<file path="src/rtl/cache_mem_arbiter_pkg.sv">
// Shared types for the L1-to-memory arbiter of the LC-3b pipelined core.
//   lc3b_c_line   : one cache line (128 bits)
//   arb_state     : arbiter FSM state
//   arb_requester : identifies which L1 cache holds (or last held) the grant
package cache_mem_arbiter_pkg;

   localparam int LC3B_LINE_W = 128;

   typedef logic [LC3B_LINE_W-1:0] lc3b_c_line;

   typedef enum logic [1:0] {
      IDLE    = 2'd0,
      SERVE_I = 2'd1,
      SERVE_D = 2'd2
   } arb_state;

   typedef enum logic {
      REQ_I = 1'b0,
      REQ_D = 1'b1
   } arb_requester;

endpackage

</file>
<file path="src/rtl/cache_mem_arbiter.sv">
// Shares the single memory/L2 port between the I-cache fill path and the
// D-cache fill/writeback path. One requester is granted at a time; its
// command is latched on the grant edge and held on the memory port until
// m_resp, which is passed straight back to the granted cache.
//
// Ports:
//   clk, rst                 clock, asynchronous active-high reset
//   i_read, i_address        I-cache line-fill request
//   i_rdata, i_resp          I-cache fill data / transaction done
//   d_read, d_write          D-cache fill / writeback request (write wins)
//   d_address, d_wdata       D-cache line address / writeback data
//   d_rdata, d_resp          D-cache fill data / transaction done
//   m_read, m_write          memory command
//   m_address, m_wdata       memory address / write data (from the latch)
//   m_rdata, m_resp          memory read data / transaction done
module cache_mem_arbiter
   import cache_mem_arbiter_pkg::*;
#(
   parameter int LINE_W       = 128,
   parameter int ADDR_W       = 16,
   parameter int FIXED_D_PRIO = 0
) (
   input  logic              clk,
   input  logic              rst,
   input  logic              i_read,
   input  logic [ADDR_W-1:0] i_address,
   output logic [LINE_W-1:0] i_rdata,
   output logic              i_resp,
   input  logic              d_read,
   input  logic              d_write,
   input  logic [ADDR_W-1:0] d_address,
   input  logic [LINE_W-1:0] d_wdata,
   output logic [LINE_W-1:0] d_rdata,
   output logic              d_resp,
   output logic              m_read,
   output logic              m_write,
   output logic [ADDR_W-1:0] m_address,
   output logic [LINE_W-1:0] m_wdata,
   input  logic [LINE_W-1:0] m_rdata,
   input  logic              m_resp
);

   arb_state          state;
   arb_requester      last_grant;
   logic [ADDR_W-1:0] lat_addr;
   logic [LINE_W-1:0] lat_wdata;
   logic              lat_write;

   logic i_req, d_req, grant_d;

   // Tie-break: on a simultaneous request either D always wins, or the
   // requester that did not hold the previous grant wins.
   always_comb begin
      i_req   = i_read;
      d_req   = d_read | d_write;
      grant_d = 1'b0;
      if (d_req && !i_req)
         grant_d = 1'b1;
      else if (d_req && i_req)
         grant_d = (FIXED_D_PRIO != 0) || (last_grant == REQ_I);
   end

   // Serving states always return to IDLE after m_resp; that idle cycle
   // gives the finished requester time to drop its request before the
   // next arbitration, so it is never granted twice for one transaction.
   always_ff @(posedge clk or posedge rst) begin
      if (rst) begin
         state      <= IDLE;
         last_grant <= REQ_D;
         lat_addr   <= '0;
         lat_wdata  <= '0;
         lat_write  <= 1'b0;
      end else begin
         case (state)
            IDLE: begin
               if (i_req || d_req) begin
                  if (grant_d) begin
                     state      <= SERVE_D;
                     last_grant <= REQ_D;
                     lat_addr   <= d_address;
                     lat_wdata  <= d_wdata;
                     lat_write  <= d_write;
                  end else begin
                     state      <= SERVE_I;
                     last_grant <= REQ_I;
                     lat_addr   <= i_address;
                     lat_wdata  <= '0;
                     lat_write  <= 1'b0;
                  end
               end
            end
            SERVE_I, SERVE_D: begin
               if (m_resp) state <= IDLE;
            end
            default: state <= IDLE;
         endcase
      end
   end

   // Command comes only from the latch, so a requester dropping its
   // request mid-transaction cannot disturb the memory access. Because the
   // state resets asynchronously, the command also drops the moment rst rises.
   assign m_read    = (state == SERVE_I) || ((state == SERVE_D) && !lat_write);
   assign m_write   = (state == SERVE_D) && lat_write;
   assign m_address = lat_addr;
   assign m_wdata   = lat_wdata;

   // m_resp is only meaningful while serving; the non-granted side sees zeros.
   assign i_resp  = (state == SERVE_I) && m_resp;
   assign d_resp  = (state == SERVE_D) && m_resp;
   assign i_rdata = i_resp ? m_rdata : '0;
   assign d_rdata = d_resp ? m_rdata : '0;

endmodule

</file>
<file path="config.mk">
export PLATFORM = sky130hd
export DESIGN_NAME = cache_mem_arbiter
export DESIGN_NICKNAME = d
export VERILOG_FILES = /design/src/rtl/cache_mem_arbiter_pkg.sv /design/src/rtl/cache_mem_arbiter.sv
export SDC_FILE = /design/constraint.sdc
export NUM_CORES = 1
export LEC_CHECK = 0
export BUFFER_PORTS_ARGS = -buffer_cell sky130_fd_sc_hd__buf_2
export CAP_MARGIN = 20
export CELL_PAD_IN_SITES_DETAIL_PLACEMENT = 0
export CELL_PAD_IN_SITES_GLOBAL_PLACEMENT = 1
export CORE_AREA = 4 4 270 272
export CTS_BUF_LIST = sky130_fd_sc_hd__clkbuf_4
export DETAILED_ROUTE_END_ITERATION = 8
export DIE_AREA = 0 0 274 276
export PLACE_DENSITY = 0.5
export SYNTH_ARGS = -nofsm -noshare
export SYNTH_HDL_FRONTEND = slang
export SYNTH_SLANG_ARGS = --single-unit
</file>
<file path="constraint.sdc">
create_clock -name clk -period 5 [get_ports clk]
set_input_delay 0.25 -clock clk [delete_from_list [all_inputs] [get_ports clk]]
set_output_delay 0.25 -clock clk [all_outputs]
set_load 0.05 [all_outputs]
</file>
==> impl_summary.md <==
Routing
The average wire per cell in the routed design is 19.70 um. The first detailed-routing pass took 5 iterations. The routed layout has 9142 vias. The number of DRC markers after the initial detailed-route iteration is 385. After detailed routing, the number of remaining DRC violations is 0. In the routed layout, each cell is associated on average with a via count of 3.719. The final layout contains routed wiring with a total length of 48420 um.

The post-route antenna net violation count is 0.

Global route
The via count of the first global-routing pass was 9334. The global-route met1 utilization is 13.91%. The maximum number of pins on one net before global-route repair is 161. The peak-usage layer in the global routing report is met2.

The all-layer global routing usage is 12.14%. The initial antenna violation count came to 36. The wire length of the first global-routing pass is 67390 um. In the global route stage, met2 resource usage came out at 22.41%. The global-route met3 utilization is 2.881%. Summed over all layers, the global routing overflow is 0.

Worst hold path
The class of the most critical hold timing path is input port to flip-flop. In this run the most critical hold path is launched from i_read.

Clocking
Gates resized during post-CTS repair numbered 0. The number of buffers created by CTS is 17. The maximum clock path buffer count is 2.

The H-tree was split into 4 levels. The cell sitting at the root of the clock tree is a sky130_fd_sc_hd__clkbuf_4. The clock transition at the registers of the reported paths is 160 ps. TritonCTS built the clock tree. Counting every sink on the clock net gives 148. The later-pin clock latency in the skew report is 610 ps.

Finish
Fill cells in the final layout number 7921. The library cell used most frequently in the layout, excluding fill and tap cells, is sky130_fd_sc_hd__buf_2. The layout overhead on the synthesized area is 87.05%. The layout cell share with drive strength beyond 1 is 49.37%. After routing the design area is 0.01368 mm^2.

The final layout contains 1790 nets. Leaving out fill and tap cells, the most frequent cells in the layout are 696 x sky130_fd_sc_hd__buf_2, 256 x sky130_fd_sc_hd__and3_1, 164 x sky130_fd_sc_hd__dlygate4sd3_1.

Die
The vertical extent of the die is 276 um. The cell row count is 98. The floorplan die area is 0.07562 mm^2.

The total area inside the core boundary comes to 0.07075 mm^2. The number of top-level pins is 698. The initial standard-cell utilization of the core is 10.34%. The x dimension of the die is 274 um.

Placement
The global placement routability congestion is 0.8532. The number of input and output port buffers inserted is 697. The area of placed instances is 0.01175 mm^2.

The HPWL after detailed placement is 38530 um.

Yosys
The post-synthesis cell area is 0.007315 mm^2. The number of warnings printed during yosys synthesis is 0. The number of synthesized register bits is 148. A synthesized cell averages 10.52 um^2.

For this run, the register share of the synthesized area comes to 50.65%. The number of distinct library cells after synthesis is 23. After synthesis, the share of flip-flops with an asynchronous set or reset is 100.0%. The synthesized instance count is 695. Counting flops with a built-in enable in the synthesized netlist gives 0.

The most common flop cell mapped by yosys is sky130_fd_sc_hd__dfrtp_1. Counting every net in the synthesized netlist gives 992.

Timing
In the final timing run, aggregate negative setup slack is 0 ps. Setup violations remaining at the end of the flow were counted as 0. The tightest hold margin is 165.0 ps. The slew at the pin with the worst max-slew slack is 903.8 ps. The number of hold violations in the final report came to 0. Setup repair after global routing left no endpoint under its margin.

The highest achievable clock rate is 313.4 MHz. The remaining max-slew budget at the tightest pin is 39.75%. The time the final worst path needs with I/O delays and setup is 3191 ps.

Clock skew on the completed layout was measured at 31.18 ps. Dividing the final minimum period by the clock period gives 63.81%. The number of slew-limit violations in the final report is 0.

Setup path
In this run the critical register-to-register path is launched from last_grant. The kind of end point of the critical path is a primary output. The startpoint type of the worst setup path is a flip-flop. The signal arrival time at the worst endpoint is 2940 ps.

For the worst setup path, the data required time is 4750 ps. The worst setup path is of the flip-flop to primary output kind. The start point of the critical path is state[0]. The peak fanout along the critical path is 78.

Run
The count of max-cap constraint violations is 0.

Power and ir drop
After layout, the design draws a total of 8.543 mW. The power per unit of standard cell area is 624.4 mW/mm^2. The maximum resistive drop on vdd is 387.5 uV. The leakage power is 8.235 nW.

Outcome
The run finished with clean final reports.
stage by stage:
step,cells,utilization [%],setup slack [ps]
6_report,2458,19.34,1809
4_1_cts,2455,19.33,1707
3_5_place_dp,2260,16.61,2524
3_3_place_gp,2260,16.61,2630
5_1_grt,2458,19.34,1578
2_1_floorplan,695,-,772.0
per-layer routing:
metal / up-vias / wire, um
met5: - / 8
met4: 2 / 1317
met3: 97 / 3724
met2: 532 / 24750
met1: 4339 / 18620
li1: 4172 / -
where the power goes:
part	switching (mW)	leakage [nW]	internal, mW
sequential	0.313	1.88	1.72
clock	0.514	0.144	0.301
combinational	4.26	6.21	1.43
synth_stat cells, drive strengths merged, types with 2 or more instances:
cell type / n / area share, %
o21ai: 16 / 1.1
clkbuf: 65 / 3.3
o2bb2ai: 2 / 0.24
nand2: 16 / 0.82
and3: 256 / 22
a22o: 130 / 16
buf: 25 / 2.1
inv: 5 / 0.26
nor2: 2 / 0.14
mux2i: 16 / 2.2
ha: 3 / 0.51
dfrtp: 147 / 50
a21o: 2 / 0.21
and2: 4 / 0.34
sequential cells by signal (all words and copies together), names as in the netlist:
| register | cells |
|---|---|
| m_wdata | 128 |
| m_address | 16 |
| state | 2 |
| last_grant | 1 |
| lat_write | 1 |
critical path, stage by stage (launching register included):
cell and delay, ps:
sky130_fd_sc_hd__dfrtp_1 460, sky130_fd_sc_hd__inv_1 140, sky130_fd_sc_hd__ha_4 590, sky130_fd_sc_hd__buf_4 500
sky130_fd_sc_hd__and3_1 230, sky130_fd_sc_hd__buf_2 270
logic make-up (layout without fill, tap and decap cells):
family / count (synthesis) / in the layout / synth area share, %
AO/OA/AOI/OAI: 153 / 153 / 17.58
adder cells (fa/ha/maj): 3 / 3 / 0.5132
buffers and inverters: 95 / 905 / 5.713
flip-flops: 148 / 148 / 50.65
multiplexers: 16 / 16 / 2.189
other: 0 / 3 / 0
AND/OR/NAND/NOR: 280 / 280 / 23.35
final cells by class:
| type | instances | area [um^2] | area share [%] |
|---|---|---|---|
| Sequential cell | 148 | 3705 | 27.08 |
| Multi-Input combinational cell | 452 | 3241 | 23.69 |
| Timing Repair Buffer | 869 | 5234 | 38.25 |
| Inverter | 5 | 23.77 | 0.1738 |
| Antenna cell | 3 | 7.507 | 0.05487 |
| Tap cell | 950 | 1189 | 8.688 |
| Clock inverter | 14 | 155.1 | 1.134 |
| Clock buffer | 17 | 127.6 | 0.9328 |
final timing paths:
kind	to	slack [ps]	depth (start not counted)
setup / recovery	d_rdata[56]	1810	5
hold / removal	m_wdata[127]	170	3
hold reg to reg	m_address[9]	490	2
max in group asynchronous	m_wdata[56]	3510	4
min in group asynchronous	m_wdata[60]	310	3
setup reg to reg	m_address[3]	2830	4
timing repair:
item	4_1_cts	5_1_grt
endpoints found under the hold margin	228	0
buffers inserted	0	0
hold buffers	164	0
No activity file was read; power rests on OpenSTA's default activity.
